==> src/rtl/pwm_deadtime_out.sv <==
// Complementary high/low gate drive per PWM channel with programmable dead band and latched fault.
// Define PWM_DT_GLITCH_FILTER_EN to insert a per-channel input stability filter.
module pwm_deadtime_out #(
    parameter int NCH           = 8,
    parameter int DTW           = 8,
    parameter int GLITCH_CYCLES = 2
) (
    input  logic           HCLK,
    input  logic           HRESETn,
    input  logic [NCH-1:0] pwm_in,
    input  logic           enable,
    input  logic [DTW-1:0] dead_cycles,
    input  logic           fault_n,
    input  logic           fault_clr,
    output logic [NCH-1:0] pwm_hi,
    output logic [NCH-1:0] pwm_lo,
    output logic           fault_latched,
    output logic [NCH-1:0] busy
);

    typedef enum logic [1:0] {S_OFF, S_DEAD, S_HI, S_LO} state_t;

    state_t         state_q [NCH];
    state_t         state_d [NCH];
    logic [DTW-1:0] cnt_q   [NCH];
    logic [DTW-1:0] cnt_d   [NCH];
    logic [NCH-1:0] target_q;
    logic [NCH-1:0] target_d;
    logic [NCH-1:0] in_q;
    logic [NCH-1:0] lvl;
    logic [NCH-1:0] enter;
    logic [DTW-1:0] reload;
    logic           dead_zero;
    logic           force_off;
    logic           fault_d;

    if (GLITCH_CYCLES < 1) begin : g_bad_cfg
        $error("GLITCH_CYCLES must be at least 1");
    end

`ifdef PWM_DT_GLITCH_FILTER_EN
    localparam int GW = $clog2(GLITCH_CYCLES + 1);

    logic [GW-1:0]  gcnt_q [NCH];
    logic [NCH-1:0] filt_q;

    // A new level reaches the FSM only after it has been stable for GLITCH_CYCLES samples.
    always_ff @(posedge HCLK or negedge HRESETn) begin
        if (!HRESETn) begin
            filt_q <= '0;
            for (int i = 0; i < NCH; i++) gcnt_q[i] <= '0;
        end else begin
            for (int i = 0; i < NCH; i++) begin
                if (in_q[i] == filt_q[i]) begin
                    gcnt_q[i] <= '0;
                end else if (gcnt_q[i] == GW'(GLITCH_CYCLES - 1)) begin
                    filt_q[i] <= in_q[i];
                    gcnt_q[i] <= '0;
                end else begin
                    gcnt_q[i] <= gcnt_q[i] + GW'(1);
                end
            end
        end
    end

    assign lvl = filt_q;
`else
    assign lvl = in_q;
`endif

    assign reload    = dead_cycles - DTW'(1);
    assign dead_zero = (dead_cycles == '0);

    always_comb begin
        // NOTE: every signal written here gets a default first, so no latch can be inferred.
        force_off = !enable || !fault_n || fault_latched;
        fault_d   = fault_latched;
        if (!fault_n) begin
            fault_d = 1'b1;
        end else if (fault_clr) begin
            fault_d = 1'b0;
        end

        for (int i = 0; i < NCH; i++) begin
            state_d[i]  = state_q[i];
            cnt_d[i]    = cnt_q[i];
            target_d[i] = target_q[i];
            enter[i]    = 1'b0;

            case (state_q[i])
                S_OFF:  enter[i] = 1'b1;
                S_DEAD: begin
                    if (lvl[i] != target_q[i]) begin
                        enter[i] = 1'b1;
                    end else if (cnt_q[i] == '0) begin
                        state_d[i] = target_q[i] ? S_HI : S_LO;
                    end else begin
                        cnt_d[i] = cnt_q[i] - DTW'(1);
                    end
                end
                S_HI:    enter[i] = !lvl[i];
                S_LO:    enter[i] = lvl[i];
                default: state_d[i] = S_OFF;
            endcase

            // A zero dead band swaps sides in one edge; outputs come from one state, so never overlap.
            if (enter[i]) begin
                target_d[i] = lvl[i];
                if (dead_zero) begin
                    state_d[i] = lvl[i] ? S_HI : S_LO;
                end else begin
                    state_d[i] = S_DEAD;
                    cnt_d[i]   = reload;
                end
            end

            if (force_off) state_d[i] = S_OFF;
        end
    end

    always_ff @(posedge HCLK or negedge HRESETn) begin
        if (!HRESETn) begin
            in_q          <= '0;
            target_q      <= '0;
            fault_latched <= 1'b0;
            pwm_hi        <= '0;
            pwm_lo        <= '0;
            busy          <= '0;
            for (int i = 0; i < NCH; i++) begin
                state_q[i] <= S_OFF;
                cnt_q[i]   <= '0;
            end
        end else begin
            // NOTE: sequential state is updated with non-blocking assignments only.
            in_q          <= pwm_in;
            target_q      <= target_d;
            fault_latched <= fault_d;
            for (int i = 0; i < NCH; i++) begin
                state_q[i] <= state_d[i];
                cnt_q[i]   <= cnt_d[i];
                pwm_hi[i]  <= (state_d[i] == S_HI);
                pwm_lo[i]  <= (state_d[i] == S_LO);
                busy[i]    <= (state_d[i] == S_DEAD);
            end
        end
    end

endmodule

==> config.mk <==
export PLATFORM = sky130hd
export DESIGN_NAME = pwm_deadtime_out
export DESIGN_NICKNAME = d
export VERILOG_FILES = /design/src/rtl/pwm_deadtime_out.sv
export SDC_FILE = /design/constraint.sdc
export NUM_CORES = 1
export LEC_CHECK = 0
export ABC_AREA = 1
export BUFFER_PORTS_ARGS = -buffer_cell sky130_fd_sc_hd__buf_2
export CAP_MARGIN = 20
export CORE_MARGIN = 8
export CORE_UTILIZATION = 30
export DETAILED_ROUTE_END_ITERATION = 10
export GPL_TIMING_DRIVEN = 1
export PLACE_DENSITY = 0.47
export SLEW_MARGIN = 20
export SYNTH_ARGS = -nofsm -noshare
export SYNTH_HDL_FRONTEND = slang
export SYNTH_SLANG_ARGS = --single-unit
==> constraint.sdc <==
create_clock -name HCLK -period 1.42 [get_ports HCLK]
set_input_delay 0.142 -clock HCLK [delete_from_list [all_inputs] [get_ports HCLK]]
set_output_delay 0.142 -clock HCLK [all_outputs]
set_load 0.03 [all_outputs]
==> run_results.csv <==
group,metric,value,unit
run_status,status,"completed",
floorplan,ioPinCount,46,
placement,pre_cts_ws,-0.174,ns
setup_path,cp-end-kind,"register",
drt,dr_total_vias,7421,
power_and_ir_drop,power,0.0103,W
global_route,grt_max_degree,36,
cells_and_area,fin_nets,1355,
clocking,clock_sinks,121,
setup_path,cp.arrival,1.69,ns
floorplan,initial_core_util,0.301,
synthesis,synth_nets,1109,
timing,finalSetupViolations,0,
power_and_ir_drop,power_density,928,nW/µm²
synthesis,synthTopCellsByArea,"dfrtp_1, nand2_1, nand3_1",
cells_and_area,final_layout_size_suffix_gt1_frac,0.397,
timing,rsz0062_at_grt,"yes",
synthesis,ys_seq_area_frac,0.404,
synthesis,yosysTopAreaCellShare,0.404,
placement,place_congestion,0.847,
floorplan,die-area,30300,µm²
placement,dpl.hpwl,15300,µm
cells_and_area,area_delta_synth_final,48.4,%
cells_and_area,diodes,0,
setup_path,path_max_fanout,6,
clocking,clockBufferDepth,2,
timing,max_clock_freq,719,MHz
synthesis,synth_top_area_cell,"dfrtp_1",
timing,finalCritPeriodShare,0.979,
hold_path,hp-class,"in -> async",
setup_path,ff2ff_setup_slack,0.03,ns
floorplan,core_area,24900,µm²
synthesis,ys_warn_count,0,
timing,worst_pin_slew,0.602,ns
global_route,grt_pass1_wl,34300,µm
drt,routed_wl,21200,µm
run,cap_viol_max_count,0,
clocking,cts_buffers,17,
drt,routed_via_density,4.47,
cells_and_area,fin_cells,1660,
clocking,clk_pin_slew,0.05,ns
clocking,clk_latency,0.42,ns
synthesis,synth_area,7500,µm²
power_and_ir_drop,cellLeakagePower,5.65,nW
drt,postRouteAntennaNets,0,
floorplan,die_h,174,µm
timing,layout_setup_ws,0.0299,ns
setup_path,worstSetupPathType,"reg -> reg",
power_and_ir_drop,ir_drop,0.000728,V
timing,fin_crit,1.39,ns
clocking,root_buffer,"clkbuf_16",
drt,firstDrtPassIters,5,
floorplan,dieWidth,174,µm
global_route,grt-ovfl-total,0,
synthesis,yosys_register_bits,121,
global_route,grt_antenna_before_repair,0,
clocking,htree_levels,4,
synthesis,synth.distinct_cells,32,
clocking,cts_tree,"built",
timing,slew_headroom,0.599,
synthesis,syn_area_per_cell,7.00,µm²
placement,portBuffers,45,
timing,skew,0.00677,ns
timing,hold_violations,0,
timing,whs,0.195,ns
drt,drtIter0Drc,396,
drt,wl_per_cell,12.8,µm
drt,drc,0,
setup_path,startpoint_type,"register",
setup_path,critPathRequiredTime,1.72,ns
global_route,grt_pass1_vias,7013,
synthesis,synth_cells,1071,
timing,slew_violations,0,
placement,dp_cells,1587,
global_route,grt_use_total,0.138,
cells_and_area,final_core_util,0.447,
floorplan,rows,58,
-- layout by cell type (no fill, tap or decap), types with 8 or more instances in the layout --
| cell | synthesis | layout |
|---|---|---|
| buf_12 | 1 | 9 |
| buf_2 | 0 | 44 |
| buf_4 | 4 | 155 |
| buf_6 | 1 | 16 |
| clkbuf_16 | 0 | 17 |
| dfrtp_1 | 121 | 113 |
| dfrtp_2 | 0 | 8 |
| dlygate4sd3_1 | 0 | 11 |
| ha_1 | 17 | 9 |
| ha_4 | 0 | 8 |
| inv_1 | 156 | 118 |
| inv_2 | 19 | 53 |
| nand2_1 | 332 | 287 |
| nand2_2 | 26 | 51 |
| nand2_4 | 7 | 25 |
| nand3_1 | 152 | 120 |
| nand3_2 | 1 | 31 |
| nand4_1 | 25 | 25 |
| nor2_1 | 104 | 59 |
| nor2_2 | 6 | 29 |
| nor2_4 | 24 | 46 |
| o21ai_0 | 38 | 27 |
| o21ai_1 | 8 | 17 |
-- flip-flops by register name, indices dropped and copies added (netlist names) --
name / count
busy: 8
cnt_q: 64
state_q: 16
target_q: 8
pwm_lo: 8
fault_latched: 1
pwm_hi: 8
in_q: 8
-- final timing paths --
check / end / start / depth (start not counted)
max: cnt_q[62] / cnt_q[56] / 9
min in group HCLK: cnt_q[34] / dead_cycles[2] / 5
min: cnt_q[56] / HRESETn / 2
min reg2reg: target_q[1] / target_q[1] / 2
max in group asynchronous: cnt_q[16] / HRESETn / 3
max reg2reg: cnt_q[62] / cnt_q[56] / 9
-- layout make-up --
type | instances | area, µm²
Clock inverter | 7 | 138
Clock buffer | 25 | 495
Multi-Input combinational cell | 766 | 4530
Sequential cell | 121 | 3040
Timing Repair Buffer | 235 | 1850
Tap cell | 330 | 413
Inverter | 176 | 671
Fill cell | 2478 | 13800
-- Yosys cell counts --
cell / n
nand2_1: 332
inv_1: 156
nand3_1: 152
dfrtp_1: 121
nor2_1: 104
o21ai_0: 38
nand2_2: 26
nand4_1: 25
nor2_4: 24
inv_2: 19
ha_1: 17
o21ai_1: 8
nand2_4: 7
nor2_2: 6
nor3_1: 6
buf_4: 4
xor2_1: 4
a21oi_1: 3
a21oi_2: 2
nand3b_1: 2
o21ai_2: 2
or2_0: 2
or2_2: 2
a21oi_4: 1
and2_1: 1
buf_1: 1
buf_12: 1
buf_6: 1
clkbuf_1: 1
clkinv_1: 1
nand3_2: 1
o21bai_2: 1
-- through the flow --
step	cell area, µm²	TNS [ns]
after global routing	11100	-0.969
after CTS	10200	-0.00811
after detailed placement	9300	-7.47
final	11100	0
after floorplan	7500	0
after global placement	9300	-6.68
-- power by group --
group	switching [W]	internal, W
combinational	0.00105	0.000767
clock	0.00157	0.00312
sequential	0.000163	0.00366
-- cell families after synthesis --
family / share of synthesized area
adder cells (fa/ha/maj): 0.0284
flip-flops: 0.404
AND/OR/NAND/NOR: 0.425
XOR/XNOR: 0.00467
buffers and inverters: 0.0972
AO/OA/AOI/OAI: 0.0410
-- critical path: stages (launching register included) --
cell     delay (ns)
dfrtp_1        0.38
inv_2          0.08
ha_4           0.12
inv_2          0.04
nor3_4         0.19
nand2_2        0.12
nor2_4         0.15
nor2_4         0.08
nand3_2        0.07
nand2_1        0.05
-- per-layer routing --
layer | vias up | GRT usage | routed length (µm)
met3 | 14 | 0.0276 | 498
met2 | 74 | 0.229 | 10500
met4 | 0 | 0.0385 | 210
met1 | 3490 | 0.181 | 9960
met5 | - | 0 | 0
li1 | 3843 | - | -
-- what timing repair did --
action	in CTS	in global routing
pin swaps	13	102
gates cloned	0	0
resized for setup	29	242
hold endpoints to repair	130	0
buffers inserted	7	24
hold buffers	11	0
setup endpoints to repair	50	99
(Power assumes the default switching activity.)
